--- config.mk ---
export PLATFORM = sky130hd
export DESIGN_NAME = seq_multiplier
export DESIGN_NICKNAME = d
export VERILOG_FILES = /design/src/rtl/seq_multiplier.sv
export SDC_FILE = /design/constraint.sdc
export NUM_CORES = 1
export LEC_CHECK = 0
export CAP_MARGIN = 20
export CELL_PAD_IN_SITES_DETAIL_PLACEMENT = 1
export CELL_PAD_IN_SITES_GLOBAL_PLACEMENT = 2
export CORE_MARGIN = 2
export CORE_UTILIZATION = 35
export DETAILED_ROUTE_END_ITERATION = 7
export HOLD_SLACK_MARGIN = 0.05
export PLACE_DENSITY_LB_ADDON = 0.2
export SKIP_LAST_GASP = 1
export SYNTH_ARGS = -nofsm -noshare
export SYNTH_HDL_FRONTEND = slang
export SYNTH_SLANG_ARGS = --single-unit
--- constraint.sdc ---
create_clock -name clk -period 4.5 [get_ports clk]
set_input_delay 0.9 -clock clk [delete_from_list [all_inputs] [get_ports clk]]
set_output_delay 0.9 -clock clk [all_outputs]
set_load 0.01 [all_outputs]
--- src/rtl/seq_multiplier.sv ---
// -----------------------------------------------------------------------------
// seq_multiplier
// Iterative shift-add multiplier: one conditional add per clock, producing a
// full 2*num_bits product from two num_bits operands. A start/done handshake
// frames each operation; busy is high for the whole operation.
//
// Optional feature macro: SEQ_MULT_SIGNED_EN
//   defined   -> signed_op port exists; two's-complement operands are handled
//                by multiplying magnitudes and negating the result at the end.
//   undefined -> no signed_op port; operands are always unsigned.
//
// Ports:
//   clk        rising-edge clock
//   reset_n    asynchronous active-low reset
//   start      request a multiply (sampled only in IDLE)
//   a, b       multiplicand / multiplier, captured when start is accepted
//   signed_op  two's-complement mode (only with SEQ_MULT_SIGNED_EN)
//   busy       high whenever the unit is not IDLE
//   done       one-cycle pulse, product valid
//   product    registered result, held until the next operation completes
// -----------------------------------------------------------------------------
module seq_multiplier #(
    parameter int num_bits = 32
) (
    input  logic                      clk,
    input  logic                      reset_n,
    input  logic                      start,
    input  logic [num_bits-1:0]       a,
    input  logic [num_bits-1:0]       b,
`ifdef SEQ_MULT_SIGNED_EN
    input  logic                      signed_op,
`endif
    output logic                      busy,
    output logic                      done,
    output logic [2*num_bits-1:0]     product
);

    localparam int W2 = 2 * num_bits;
    localparam int CW = $clog2(num_bits + 1);

    localparam logic [1:0] ST_IDLE = 2'd0;
    localparam logic [1:0] ST_RUN  = 2'd1;
    localparam logic [1:0] ST_DONE = 2'd2;

    localparam logic [CW-1:0] CNT_ZERO = CW'(0);
    localparam logic [CW-1:0] CNT_ONE  = CW'(1);
    // Last iteration is the one where count moves from N-1 to N.
    localparam logic [CW-1:0] CNT_LAST = CW'(num_bits - 1);

    logic [1:0]          state_q,   state_d;
    logic [W2-1:0]       mcand_q,   mcand_d;
    logic [num_bits-1:0] mplier_q,  mplier_d;
    logic [W2-1:0]       acc_q,     acc_d;
    logic [CW-1:0]       count_q,   count_d;
    logic [W2-1:0]       product_q, product_d;

    logic [num_bits-1:0] a_eff_s;
    logic [num_bits-1:0] b_eff_s;
    logic [W2-1:0]       acc_sum_s;
    logic [W2-1:0]       result_s;

`ifdef SEQ_MULT_SIGNED_EN
    logic neg_q, neg_d;

    // Magnitude of a two's-complement value; -2^(N-1) maps to unsigned 2^(N-1).
    function automatic logic [num_bits-1:0] abs_val(input logic [num_bits-1:0] v);
        logic [num_bits-1:0] r;
        if (v[num_bits-1]) begin
            r = ~v + {{(num_bits-1){1'b0}}, 1'b1};
        end else begin
            r = v;
        end
        return r;
    endfunction

    // Two's-complement negation of the double-width accumulator.
    function automatic logic [W2-1:0] negate_w2(input logic [W2-1:0] v);
        return ~v + {{(W2-1){1'b0}}, 1'b1};
    endfunction
`endif

    // Next-state, datapath and operand-conditioning logic.
    always_comb begin
        state_d   = state_q;
        mcand_d   = mcand_q;
        mplier_d  = mplier_q;
        acc_d     = acc_q;
        count_d   = count_q;
        product_d = product_q;
`ifdef SEQ_MULT_SIGNED_EN
        neg_d     = neg_q;
        if (signed_op) begin
            a_eff_s = abs_val(a);
            b_eff_s = abs_val(b);
        end else begin
            a_eff_s = a;
            b_eff_s = b;
        end
`else
        a_eff_s   = a;
        b_eff_s   = b;
`endif

        acc_sum_s = acc_q + (mplier_q[0] ? mcand_q : {W2{1'b0}});

`ifdef SEQ_MULT_SIGNED_EN
        if (neg_q) begin
            result_s = negate_w2(acc_sum_s);
        end else begin
            result_s = acc_sum_s;
        end
`else
        result_s  = acc_sum_s;
`endif

        case (state_q)
            ST_IDLE: begin
                if (start) begin
                    mcand_d  = {{num_bits{1'b0}}, a_eff_s};
                    mplier_d = b_eff_s;
                    acc_d    = {W2{1'b0}};
                    count_d  = CNT_ZERO;
`ifdef SEQ_MULT_SIGNED_EN
                    neg_d    = signed_op & (a[num_bits-1] ^ b[num_bits-1]);
`endif
                    state_d  = ST_RUN;
                end else begin
                    state_d  = ST_IDLE;
                end
            end
            ST_RUN: begin
                acc_d    = acc_sum_s;
                mcand_d  = mcand_q << 1;
                mplier_d = mplier_q >> 1;
                count_d  = count_q + CNT_ONE;
                if (count_q == CNT_LAST) begin
                    // Final add folds straight into product on the DONE-entry edge.
                    product_d = result_s;
                    state_d   = ST_DONE;
                end else begin
                    state_d   = ST_RUN;
                end
            end
            ST_DONE: begin
                state_d = ST_IDLE;
            end
            default: begin
                state_d = ST_IDLE;
            end
        endcase
    end

    // State and datapath registers, cleared by asynchronous reset.
    always_ff @(posedge clk or negedge reset_n) begin
        if (!reset_n) begin
            state_q   <= ST_IDLE;
            mcand_q   <= {W2{1'b0}};
            mplier_q  <= {num_bits{1'b0}};
            acc_q     <= {W2{1'b0}};
            count_q   <= CNT_ZERO;
            product_q <= {W2{1'b0}};
`ifdef SEQ_MULT_SIGNED_EN
            neg_q     <= 1'b0;
`endif
        end else begin
            state_q   <= state_d;
            mcand_q   <= mcand_d;
            mplier_q  <= mplier_d;
            acc_q     <= acc_d;
            count_q   <= count_d;
            product_q <= product_d;
`ifdef SEQ_MULT_SIGNED_EN
            neg_q     <= neg_d;
`endif
        end
    end

    // Outputs come only from flops or state decode.
    assign busy    = (state_q != ST_IDLE);
    assign done    = (state_q == ST_DONE);
    assign product = product_q;

endmodule

Word-level counts from Yosys, hierarchy flattened. Cells that the tools add are included.

Input port bits: 67. Flip-flop bits (word level): 232. Output and inout bits: 66. Word-level logic and storage cells: 29.

Reduce and logical (&&, ||, !) cells: 5. Add/sub/neg operators: 2. Mux-type cells: 12. Eq/ne operators: 4.

Operator list (count): $pmux 64 s2 (2); $mux 64 (3); $add 64x64->64 (1); $pmux 32 s2 (1); $mux 32 (1); $pmux 6 s2 (1); $add 6x1->6 const B (1); $eq 6x5->1 const B (1); $mux 6 (1); $pmux 2 s2 (1); $reduce_and 2->1 (2); $reduce_bool 2->1 (2); $eq 2x1->1 const B (1); $eq 2x2->1 const B (1); $logic_not 2->1 (1); $mux 2 (1); $ne 2x2->1 const B (1); $mux 1 (1).

Longest topological paths before layout. Gate-level depths: netlist of the first run.

Depth after elaboration: 3. Mapped depth: 16. Mapped depth without buffers: 14.

Least setup slack after synthesis of the first run. OpenSTA, ideal clock, no wires.

Path kind: reg-to-reg. Start point: reg mplier_q[0]. End point: reg product_q[62], in the netlist product[62]. Slack: 0.882 ns. Data arrival time: 3.494 ns. Stages on the path, launching flop included: 17. Path buffers: 2. Library setup time: 0.125 ns. Required time: 4.375 ns. Period minus slack after synthesis: 3.618 ns. Cells stage by stage: dfrtp_1 -> clkbuf_1 -> clkbuf_1 -> and2_1 -> ha_1 -> inv_1 -> fa_1 -> nor2b_1 -> o2111ai_1 -> a21oi_1 -> nor2_1 -> o31ai_1 -> a21oi_1 -> o31ai_1 -> a221oi_1 -> xnor2_1 -> mux2_2.

Longest elaborated chain between the ends: 2.

Ends and longest elaborated chain: start: declaration (RTL line 52) `logic [num_bits-1:0] mplier_q, mplier_d;`; start signal: assignment (RTL line 158) `mplier_q <= {num_bits{1'b0}};`; start signal: assignment (RTL line 168) `mplier_q <= mplier_d;`; $mux 64 (RTL line 104) `acc_sum_s = acc_q + (mplier_q[0] ? mcand_q : {W2{1'b0}});`; $add 64x64->64 (RTL line 104); end signal: assignment (RTL line 161) `product_q <= {W2{1'b0}};`; end signal: assignment (RTL line 171) `product_q <= product_d;`; end: declaration (RTL line 55) `logic [W2-1:0] product_q, product_d;`.

No other way between the ends. A chain may end at the register's enable or synchronous reset.

Worst setup path after layout of the first run.
Start point: reg mplier_q[0]. End point: reg product_q[57], in the netlist product[57].

The elaborated chain is that of the path after synthesis.

==> impl_results.html, run 1 <==
<table>
<tr><th>Metric</th><th>Value</th></tr>
<tr><th colspan="2">Timing</th></tr>
<tr><td>Slew at the pin closest to its max-slew limit</td><td>approximately 0.77 ns</td></tr>
<tr><td>Final hold slack</td><td>between 0.3 and 0.4 ns</td></tr>
<tr><td>Number of pins exceeding their max-slew limit in the final report</td><td>0</td></tr>
<tr><td>RSZ-0062 raised after global routing</td><td>no</td></tr>
<tr><td>Headroom to the max-slew limit</td><td>approximately half</td></tr>
<tr><td>Achievable Freq</td><td>about 260 MHz</td></tr>
<tr><td>Setup-failing EPs final</td><td>0</td></tr>
<tr><td>Setup_tns</td><td>0 ns</td></tr>
<tr><td>Skew final</td><td>approximately 0.023 ns</td></tr>
<tr><td>Final period utilization</td><td>between 80% and 90%</td></tr>
<tr><td>Setup slack after layout</td><td>~0.63 ns</td></tr>
<tr><td>Number of failing hold endpoints at the final stage</td><td>0</td></tr>
<tr><td>Post-layout min period</td><td>approximately 3.9 ns</td></tr>
<tr><th colspan="2">Logic synthesis</th></tr>
<tr><td>Number of synthesized flops with an enable pin</td><td>0</td></tr>
<tr><td>Number of distinct standard cells referenced by the synthesized netlist</td><td>66</td></tr>
<tr><td>FF+latch count, synth</td><td>roughly 230</td></tr>
<tr><td>Syn Area/Cell</td><td>approximately 8.6 um2</td></tr>
<tr><td>Number of cells produced by synthesis</td><td>1503</td></tr>
<tr><td>Share of flip-flops with an asynchronous set or reset after synthesis</td><td>between 90% and 100%</td></tr>
<tr><td>Combined area of all synthesized cells</td><td>roughly 13000 um2</td></tr>
<tr><td>Proportion of synthesized chip area in sequential cells</td><td>between 40% and 50%</td></tr>
<tr><td>Main synth FF type</td><td>sky130_fd_sc_hd__dfrtp_1</td></tr>
<tr><td>Count of synthesis-stage warnings from yosys</td><td>0</td></tr>
<tr><td>Post-synth net total</td><td>roughly 1.6k</td></tr>
<tr><th colspan="2">CTS</th></tr>
<tr><td>Root buf cell</td><td>sky130_fd_sc_hd__clkbuf_16</td></tr>
<tr><td>Clock latency of the later-clocked register in the worst-skew pair</td><td>approximately 0.57 ns</td></tr>
<tr><td>Clock tree from TritonCTS</td><td>yes</td></tr>
<tr><td>Num CTS Buffers</td><td>28</td></tr>
<tr><td>TritonCTS sink count</td><td>between 200 and 250</td></tr>
<tr><td>Number of post-CTS setup repair buffers</td><td>0</td></tr>
<tr><td>Longest Clk Path Bufs</td><td>3</td></tr>
<tr><td>Clock input transition at the sequential cells of the worst setup and hold paths</td><td>0.06 ns</td></tr>
<tr><td>H-tree levels</td><td>1</td></tr>
<tr><td>Count of hold buffers inserted by post-cts repair</td><td>0</td></tr>
<tr><td>Post-CTS resize count</td><td>0</td></tr>
<tr><th colspan="2">Drt</th></tr>
<tr><td>Routed wire length on met3</td><td>approximately 1300 um</td></tr>
<tr><td>DRC violation total after the first TritonRoute iteration</td><td>554</td></tr>
<tr><td>First-pass iteration count of the detailed router</td><td>4</td></tr>
<tr><td>Post-detailed-route count of antenna-violating nets</td><td>0</td></tr>
<tr><td>Total via count after detailed routing</td><td>around 11k</td></tr>
<tr><td>Post-detailed-route wirelength per cell</td><td>about 19 um</td></tr>
<tr><td>Routed Wire Length</td><td>~40000 um</td></tr>
<tr><td>Top Layer Used</td><td>met5</td></tr>
<tr><td>Sum of routed wire segments on met1</td><td>a little under 20000 um</td></tr>
<tr><td>WL met2</td><td>~17000 um</td></tr>
<tr><td>DRC errors left</td><td>0</td></tr>
<tr><td>Average vias per placed instance</td><td>~5.4</td></tr>
<tr><th colspan="2">Cells and area</th></tr>
<tr><td>Antenna cell count</td><td>0</td></tr>
<tr><td>Commonest non-fill, non-tap cells in the layout</td><td>sky130_fd_sc_hd__dfrtp_1 (232), sky130_fd_sc_hd__nand2_1 (223), sky130_fd_sc_hd__o21ai_0 (172)</td></tr>
<tr><td>Leading cell type in the layout, fill and taps excluded</td><td>sky130_fd_sc_hd__dfrtp_1</td></tr>
<tr><td>Share of post-route cells with drive strength above 1</td><td>4.925%</td></tr>
<tr><td>Number of non-filler instances in the completed layout</td><td>2072</td></tr>
<tr><td>Final core utilization</td><td>42.74%</td></tr>
<tr><td>Synth-to-layout area growth</td><td>20.59%</td></tr>
<tr><td>Number of nets in the finished design</td><td>between 1.5k and 2k</td></tr>
<tr><td>Total non-filler cell area in the finished layout</td><td>15610 um2</td></tr>
<tr><th colspan="2">Die</th></tr>
<tr><td>Die outline height</td><td>approximately 200 um</td></tr>
<tr><td>FP Rows</td><td>70</td></tr>
<tr><td>Full die area</td><td>approximately 39000 um2</td></tr>
<tr><td>Core area</td><td>approximately 37000 um2</td></tr>
<tr><td>I/O pins</td><td>approximately 130</td></tr>
<tr><td>Starting density of the core</td><td>35.44%</td></tr>
<tr><td>Die W</td><td>196.3 um</td></tr>
<tr><th colspan="2">Setup path</th></tr>
<tr><td>Startpoint Class</td><td>flip-flop</td></tr>
<tr><td>Cell chain of the critical path</td><td>buf_12 -&gt; and2_1 -&gt; ha_1 -&gt; a21oi_1 -&gt; o21ai_1 -&gt; o32ai_1 -&gt; a31oi_1 -&gt; nand2_1 -&gt; o41ai_2 -&gt; a31oi_1 -&gt; or4_1 -&gt; o211a_1 -&gt; o21ai_1</td></tr>
<tr><td>Minimum setup slack among reg-to-reg paths</td><td>approximately 0.63 ns</td></tr>
<tr><td>Startpoint of the lowest-slack register-to-register path</td><td>mplier_q[0]</td></tr>
<tr><td>R2R Path End</td><td>product[57]</td></tr>
<tr><td>Required time worst endpoint</td><td>4.99 ns</td></tr>
<tr><td>Crit path arrival time</td><td>between 4 and 5 ns</td></tr>
<tr><td>Setup Crit Path Kind</td><td>reg -&gt; reg</td></tr>
<tr><td>Critical path endpoint category</td><td>flip-flop</td></tr>
<tr><td>Delay of the slowest cell on the worst path</td><td>0.54 ns</td></tr>
<tr><td>Worst path slowest cell</td><td>sky130_fd_sc_hd__or4_1</td></tr>
<tr><td>Maximum fanout along the worst path</td><td>between 60 and 70</td></tr>
<tr><td>Register-to-Register Path Depth</td><td>13</td></tr>
<tr><th colspan="2">Placement</th></tr>
<tr><td>DP HPWL</td><td>approximately 28000 um</td></tr>
<tr><td>Count of input and output buffers</td><td>approximately 130</td></tr>
<tr><td>Post-Place Worst Slack</td><td>about 0.66 ns</td></tr>
<tr><td>Number of cells in the design after placement</td><td>2022</td></tr>
<tr><td>Cell area reported after detailed placement</td><td>~15000 um2</td></tr>
<tr><td>Routability congestion estimate from global placement</td><td>around 0.85</td></tr>
<tr><th colspan="2">GRT</th></tr>
<tr><td>Global-route wire length before repair</td><td>between 60000 and 70000 um</td></tr>
<tr><td>Via count of the first global-routing pass</td><td>roughly 12k</td></tr>
<tr><td>Initial antenna violation count</td><td>1</td></tr>
<tr><td>Global-route total usage across every layer</td><td>20.56%</td></tr>
<tr><td>Residual overflow from global routing</td><td>0</td></tr>
<tr><td>Pin count of the biggest net entering global routing</td><td>108</td></tr>
<tr><th colspan="2">Pwr</th></tr>
<tr><td>Peak supply drop</td><td>between 0.2 and 0.3 mV</td></tr>
<tr><td>Leakage power of the design</td><td>around 7 nW</td></tr>
<tr><td>Power Dens Cells</td><td>~700 nW/um2</td></tr>
<tr><td>Total Power</td><td>about 11 mW</td></tr>
<tr><th colspan="2">Worst hold path</th></tr>
<tr><td>Path class of the lowest-slack min-delay path</td><td>in -&gt; async</td></tr>
<tr><th colspan="2">Job</th></tr>
<tr><td># Max-Cap Violations</td><td>0</td></tr>
<tr><th colspan="2">Outcome</th></tr>
<tr><td>Result of the run</td><td>finished, final reports clean</td></tr>
</table>
-- critical path, delay by kind of cell, from the launching register on --
family                   cells  cell delay (ns)
AO/OA/AOI/OAI                8             1.89
flip-flops                   1             0.40
AND/OR/NAND/NOR              3             0.87
adder cells (fa/ha/maj)      1             0.39
buffers and inverters        1             0.19
-- state kept, by name, summed over array words and instances (netlist names) --
signal    count
acc_q        64
count_q       6
mcand_q      64
state_q       2
mplier_q     32
product      64
-- worst max-delay path by stage --
stage | startpoint | to | slack [ns] | depth (start not counted)
finish | mplier_q[0] | product[57] | 0.63 | 13
global placement | mplier_q[0] | product[47] | 0.72 | 12
global route | mplier_q[0] | product[57] | 0.41 | 14
detailed placement | mplier_q[0] | product[57] | 0.66 | 13
CTS | mplier_q[0] | product[57] | 0.63 | 13
floorplan | mplier_q[0] | product[62] | 0.88 | 16
-- final cells by class --
| class | instances | area (um2) |
|---|---|---|
| clock buffer | 42 | 813.3 |
| tap | 468 | 585.6 |
| timing repair buffer | 150 | 1506 |
| multi-input combinational | 1151 | 6715 |
| clock inverter | 7 | 100.1 |
| inverter | 22 | 82.58 |
| sequential | 232 | 5806 |
| fill | 4239 | 20910 |
-- report_power, final --
group | leakage [nW] | switching [mW] | internal, mW | total [mW]
clock network | 0.449 | 0.925 | 1.35 | 2.28
registers | 2.71 | 0.450 | 2.75 | 3.20
logic | 3.77 | 3.38 | 2.01 | 5.39
-- synth_stat cells (14+ instances only) --
library cell                 n  area share (%)
sky130_fd_sc_hd__o22ai_1    63             3.0
sky130_fd_sc_hd__and2_1     69             3.3
sky130_fd_sc_hd__clkbuf_1   92             2.7
sky130_fd_sc_hd__a31oi_1    16            0.77
sky130_fd_sc_hd__ha_1       64             6.2
sky130_fd_sc_hd__a22o_1     14            0.95
sky130_fd_sc_hd__nand2_1   226             6.6
sky130_fd_sc_hd__dfrtp_1   232              45
sky130_fd_sc_hd__a21oi_1    72             2.8
sky130_fd_sc_hd__xnor2_1    32             2.2
sky130_fd_sc_hd__nand3_1    62             2.4
sky130_fd_sc_hd__inv_1      21            0.61
sky130_fd_sc_hd__xor2_1     29             2.0
sky130_fd_sc_hd__o21ai_0   172             6.7
sky130_fd_sc_hd__nor2_1    160             4.6
sky130_fd_sc_hd__a21o_1     31             1.8
sky130_fd_sc_hd__nand4_1    18            0.87
-- cell families after synthesis --
logic type	count (synthesis)	synth area share (%)
DFF	232	44.85
muxes	6	0.5413
AOI/OAI and AO/OA	442	20.62
buffers and inverters	120	3.519
xor gates and xnor gates	62	4.302
and+or+nand+nor	576	19.83
adders and majority gates	65	6.341
-- layer usage --
layer  vias up  global-route usage, %
li1       5427                      -
met5         -                      0
met3        33                  2.922
met1      5509                  30.47
met2       129                  32.41
met4         2                  3.143
No activity file was read; power rests on OpenSTA's default activity.
==> run 2: changes to the inputs <==
- CORE_UTILIZATION: 35 -> 32
- CTS_CLUSTER_DIAMETER: unset -> 100
- clock period: 4.5 -> 3.2 ns (I/O delays scaled with it)
==> impl_results.html, run 2 (synthesis results as in run 1) <==
<table>
<tr><th>Metric</th><th>Value</th></tr>
<tr><th colspan="2">Timing</th></tr>
<tr><td>Skew final</td><td>0.01884 ns (was 0.02309 ns)</td></tr>
<tr><td>Final period utilization</td><td>106.4% (was 85.93%)</td></tr>
<tr><td>Number of failing hold endpoints at the final stage</td><td>0 (unchanged)</td></tr>
<tr><td>Setup-failing EPs final</td><td>20 (was 0)</td></tr>
<tr><td>Headroom to the max-slew limit</td><td>28.37% (was 48.93%)</td></tr>
<tr><td>Post-layout min period</td><td>3.405 ns (was 3.867 ns)</td></tr>
<tr><td>RSZ-0062 raised after global routing</td><td>yes (was no)</td></tr>
<tr><td>Number of pins exceeding their max-slew limit in the final report</td><td>0 (unchanged)</td></tr>
<tr><td>Setup slack after layout</td><td>-0.2045 ns (was 0.6331 ns)</td></tr>
<tr><td>Slew at the pin closest to its max-slew limit</td><td>1.074 ns (was 0.7660 ns)</td></tr>
<tr><td>Achievable Freq</td><td>293.7 MHz (was 258.6 MHz)</td></tr>
<tr><th colspan="2">GRT</th></tr>
<tr><td>Global-route total usage across every layer</td><td>21.00% (was 20.56%)</td></tr>
<tr><td>Residual overflow from global routing</td><td>0 (unchanged)</td></tr>
<tr><td>Initial antenna violation count</td><td>0 (was 1)</td></tr>
<tr><td>Via count of the first global-routing pass</td><td>12.92k (was 11.56k)</td></tr>
<tr><td>Pin count of the biggest net entering global routing</td><td>108 (unchanged)</td></tr>
<tr><td>Global-route wire length before repair</td><td>70720 um (was 64230 um)</td></tr>
<tr><th colspan="2">Drt</th></tr>
<tr><td>First-pass iteration count of the detailed router</td><td>5 (was 4)</td></tr>
<tr><td>Routed Wire Length</td><td>44000 um (was 39010 um)</td></tr>
<tr><td>DRC errors left</td><td>0 (unchanged)</td></tr>
<tr><td>Total via count after detailed routing</td><td>12.08k (was 11.10k)</td></tr>
<tr><td>Post-detailed-route wirelength per cell</td><td>18.67 um (was 18.82 um)</td></tr>
<tr><td>DRC violation total after the first TritonRoute iteration</td><td>590 (was 554)</td></tr>
<tr><td>Average vias per placed instance</td><td>5.125 (was 5.357)</td></tr>
<tr><td>Post-detailed-route count of antenna-violating nets</td><td>0 (unchanged)</td></tr>
<tr><th colspan="2">Job</th></tr>
<tr><td># Max-Cap Violations</td><td>0 (unchanged)</td></tr>
<tr><th colspan="2">Cells and area</th></tr>
<tr><td>Fillers</td><td>4570 (was 4239)</td></tr>
<tr><td>Antenna cell count</td><td>0 (unchanged)</td></tr>
<tr><td>Commonest non-fill, non-tap cells in the layout</td><td>sky130_fd_sc_hd__buf_4 (232), sky130_fd_sc_hd__dfrtp_1 (231), sky130_fd_sc_hd__nand2_1 (219) (was sky130_fd_sc_hd__dfrtp_1 (232), sky130_fd_sc_hd__nand2_1 (223), sky130_fd_sc_hd__o21ai_0 (172))</td></tr>
<tr><td>Number of non-filler instances in the completed layout</td><td>2357 (was 2072)</td></tr>
<tr><td>Number of nets in the finished design</td><td>1943 (was 1717)</td></tr>
<tr><td>Synth-to-layout area growth</td><td>43.06% (was 20.59%)</td></tr>
<tr><td>Sequential Area</td><td>5807 um2 (was 5806 um2)</td></tr>
<tr><td>Final core utilization</td><td>46.50% (was 42.74%)</td></tr>
<tr><td>Leading cell type in the layout, fill and taps excluded</td><td>sky130_fd_sc_hd__buf_4 (was sky130_fd_sc_hd__dfrtp_1)</td></tr>
<tr><td>Multi-input logic area</td><td>7667 um2 (was 6715 um2)</td></tr>
<tr><td>Share of post-route cells with drive strength above 1</td><td>24.07% (was 4.925%)</td></tr>
<tr><th colspan="2">Pwr</th></tr>
<tr><td>Peak supply drop</td><td>0.4954 mV (was 0.2880 mV)</td></tr>
<tr><td>Proportion of total power due to net switching</td><td>40.98% (was 43.75%)</td></tr>
<tr><td>Power Dens Cells</td><td>1077 nW/um2 (was 696.2 nW/um2)</td></tr>
<tr><td>Clock Power Share</td><td>17.6% (was 21.0%)</td></tr>
<tr><td>Net switching power figure</td><td>8.174 mW (was 4.755 mW)</td></tr>
<tr><td>Leakage power of the design</td><td>8.254 nW (was 6.922 nW)</td></tr>
<tr><td>Sequential share of power</td><td>23.0% (was 29.5%)</td></tr>
<tr><td>Cell-internal power</td><td>11.77 mW (was 6.113 mW)</td></tr>
<tr><td>Total Power</td><td>19.95 mW (was 10.87 mW)</td></tr>
<tr><td>Gate power share</td><td>59.4% (was 49.6%)</td></tr>
<tr><th colspan="2">Placement</th></tr>
<tr><td>Count of input and output buffers</td><td>132 (unchanged)</td></tr>
<tr><td>Number of cells in the design after placement</td><td>2295 (was 2022)</td></tr>
<tr><td>DP HPWL</td><td>31660 um (was 27750 um)</td></tr>
<tr><td>Post-Place Worst Slack</td><td>-0.4399 ns (was 0.6628 ns)</td></tr>
<tr><td>Routability congestion estimate from global placement</td><td>0.8590 (was 0.8461)</td></tr>
<tr><th colspan="2">Outcome</th></tr>
<tr><td>Violations in the final reports</td><td>negative setup slack</td></tr>
<tr><td>Result of the run</td><td>complete, but fails checks (was finished, final reports clean)</td></tr>
<tr><th colspan="2">Die</th></tr>
<tr><td>Full die area</td><td>42070 um2 (was 38540 um2)</td></tr>
<tr><td>Die W</td><td>205.1 um (was 196.3 um)</td></tr>
<tr><td>FP Rows</td><td>73 (was 70)</td></tr>
<tr><td>Core area</td><td>39820 um2 (was 36520 um2)</td></tr>
<tr><td>I/O pins</td><td>133 (unchanged)</td></tr>
<tr><td>Die outline height</td><td>205.1 um (was 196.3 um)</td></tr>
<tr><td>Starting density of the core</td><td>32.50% (was 35.44%)</td></tr>
<tr><th colspan="2">Worst hold path</th></tr>
<tr><td>Path class of the lowest-slack min-delay path</td><td>in -&gt; async (unchanged)</td></tr>
<tr><th colspan="2">Setup path</th></tr>
<tr><td>Crit path arrival time</td><td>3.85 ns (was 4.36 ns)</td></tr>
<tr><td>Startpoint of the lowest-slack register-to-register path</td><td>mplier_q[0] (unchanged)</td></tr>
<tr><td>Required time worst endpoint</td><td>3.65 ns (was 4.99 ns)</td></tr>
<tr><td>Delay of the slowest cell on the worst path</td><td>0.44 ns (was 0.54 ns)</td></tr>
<tr><td>Startpoint Class</td><td>flip-flop (unchanged)</td></tr>
<tr><td>Cell chain of the critical path</td><td>buf_12 -&gt; and2_1 -&gt; ha_4 -&gt; a21o_1 -&gt; a31o_4 -&gt; o211ai_4 -&gt; a2111oi_4 -&gt; o2111a_2 -&gt; or3b_4 -&gt; buf_4 -&gt; a31oi_4 -&gt; o21bai_1 -&gt; xor2_1 -&gt; mux2_2 (was buf_12 -&gt; and2_1 -&gt; ha_1 -&gt; a21oi_1 -&gt; o21ai_1 -&gt; o32ai_1 -&gt; a31oi_1 -&gt; nand2_1 -&gt; o41ai_2 -&gt; a31oi_1 -&gt; or4_1 -&gt; o211a_1 -&gt; o21ai_1)</td></tr>
<tr><td>Setup Crit Path Kind</td><td>reg -&gt; reg (unchanged)</td></tr>
<tr><td>Maximum fanout along the worst path</td><td>22 (was 64)</td></tr>
<tr><td>Worst path slowest cell</td><td>sky130_fd_sc_hd__dfrtp_2 (was sky130_fd_sc_hd__or4_1)</td></tr>
<tr><td>Minimum setup slack among reg-to-reg paths</td><td>-0.20 ns (was 0.63 ns)</td></tr>
<tr><td>Critical path endpoint category</td><td>flip-flop (unchanged)</td></tr>
<tr><td>Register-to-Register Path Depth</td><td>14 (was 13)</td></tr>
<tr><td>R2R Path End</td><td>product[39] (was product[57])</td></tr>
<tr><th colspan="2">CTS</th></tr>
<tr><td>H-tree levels</td><td>1 (unchanged)</td></tr>
<tr><td>Num CTS Buffers</td><td>28 (unchanged)</td></tr>
<tr><td>Longest Clk Path Bufs</td><td>3 (unchanged)</td></tr>
<tr><td>Clock input transition at the sequential cells of the worst setup and hold paths</td><td>0.06 ns (about the same)</td></tr>
<tr><td>Root buf cell</td><td>sky130_fd_sc_hd__clkbuf_16 (unchanged)</td></tr>
<tr><td>Clock tree from TritonCTS</td><td>yes (unchanged)</td></tr>
<tr><td>Clock latency of the later-clocked register in the worst-skew pair</td><td>0.57 ns (about the same)</td></tr>
<tr><td>TritonCTS sink count</td><td>232 (unchanged)</td></tr>
</table>
[run 2: changes by cell type in the layout (fill, tap and decap cells not counted), sizes merged]
| cell | delta |
|---|---|
| buf | +226 |
| clkbuf | -4 |
| bufinv | +3 |
| clkinvlp | +3 |
[run 2: worst max-delay path by stage]
stage,start,to,slack (ns),cells past startpoint
finish,mplier_q[0],product[39],-0.20,14
global route,mplier_q[0],product[39],-0.33,14
CTS,mplier_q[0],product[39],-0.19,14
detailed placement,mplier_q[0],product[61],-0.44,16
global placement,mplier_q[0],product[61],-0.35,15
floorplan,mplier_q[0],product[62],-0.007,16
[run 2: layer usage]
metal | global-route usage [%] | wire length (um) | up-vias
met5 | 0 | 0 | -
met4 | 4.162 | 645 | 0
met3 | 2.864 | 1471 | 44
met2 | 33.86 | 20330 | 150
met1 | 30.10 | 21550 | 6014
li1 | - | - | 5871
[run 2: worst max-delay path, delay by kind of cell, from the launching register on]
family	cells	cell delay (ns)
and+or+nand+nor	2	0.55
xor gates and xnor gates	1	0.15
buffers and inverters	2	0.31
muxes	1	0.26
DFF	1	0.44
AOI/OAI and AO/OA	7	1.33
adders and majority gates	1	0.24
[run 2: metrics by stage]
stage                TNS, ns  hold slack, ns  instance area (um2)
global route          -7.953         0.08001                18520
floorplan           -0.01150          0.3444                13030
detailed placement    -12.12          0.4621                16490
CTS                   -2.176         0.05970                18030
finish                -1.949         0.05698                18520
global placement      -8.569          0.4606                16490
[run 2: what timing repair did]
item                       CTS  global route
pin swaps                   26            22
setup endpoints to repair   60            73
hold buffers                 0             0
resized for setup           81           100
buffers inserted             9             2
[run 2: area by class of cell]
type                       count  share of cell area [%]
clock inverter                13                   1.149
tap                          525                   3.547
multi-input combinational   1151                   41.41
inverter                      22                  0.4459
sequential                   232                   31.36
timing repair buffer         376                   17.68
clock buffer                  38                   4.419
[run 2: power by group through the flow]
stage / clock (mW) / sequential [mW] / combinational [mW]
CTS: 3.62 / 4.56 / 11.1
global placement: 0 / 4.53 / 9.99
global route: 3.73 / 4.70 / 13.0
finish: 3.51 / 4.58 / 11.9
floorplan: 0 / 4.32 / 5.54
detailed placement: 0 / 4.55 / 10.2
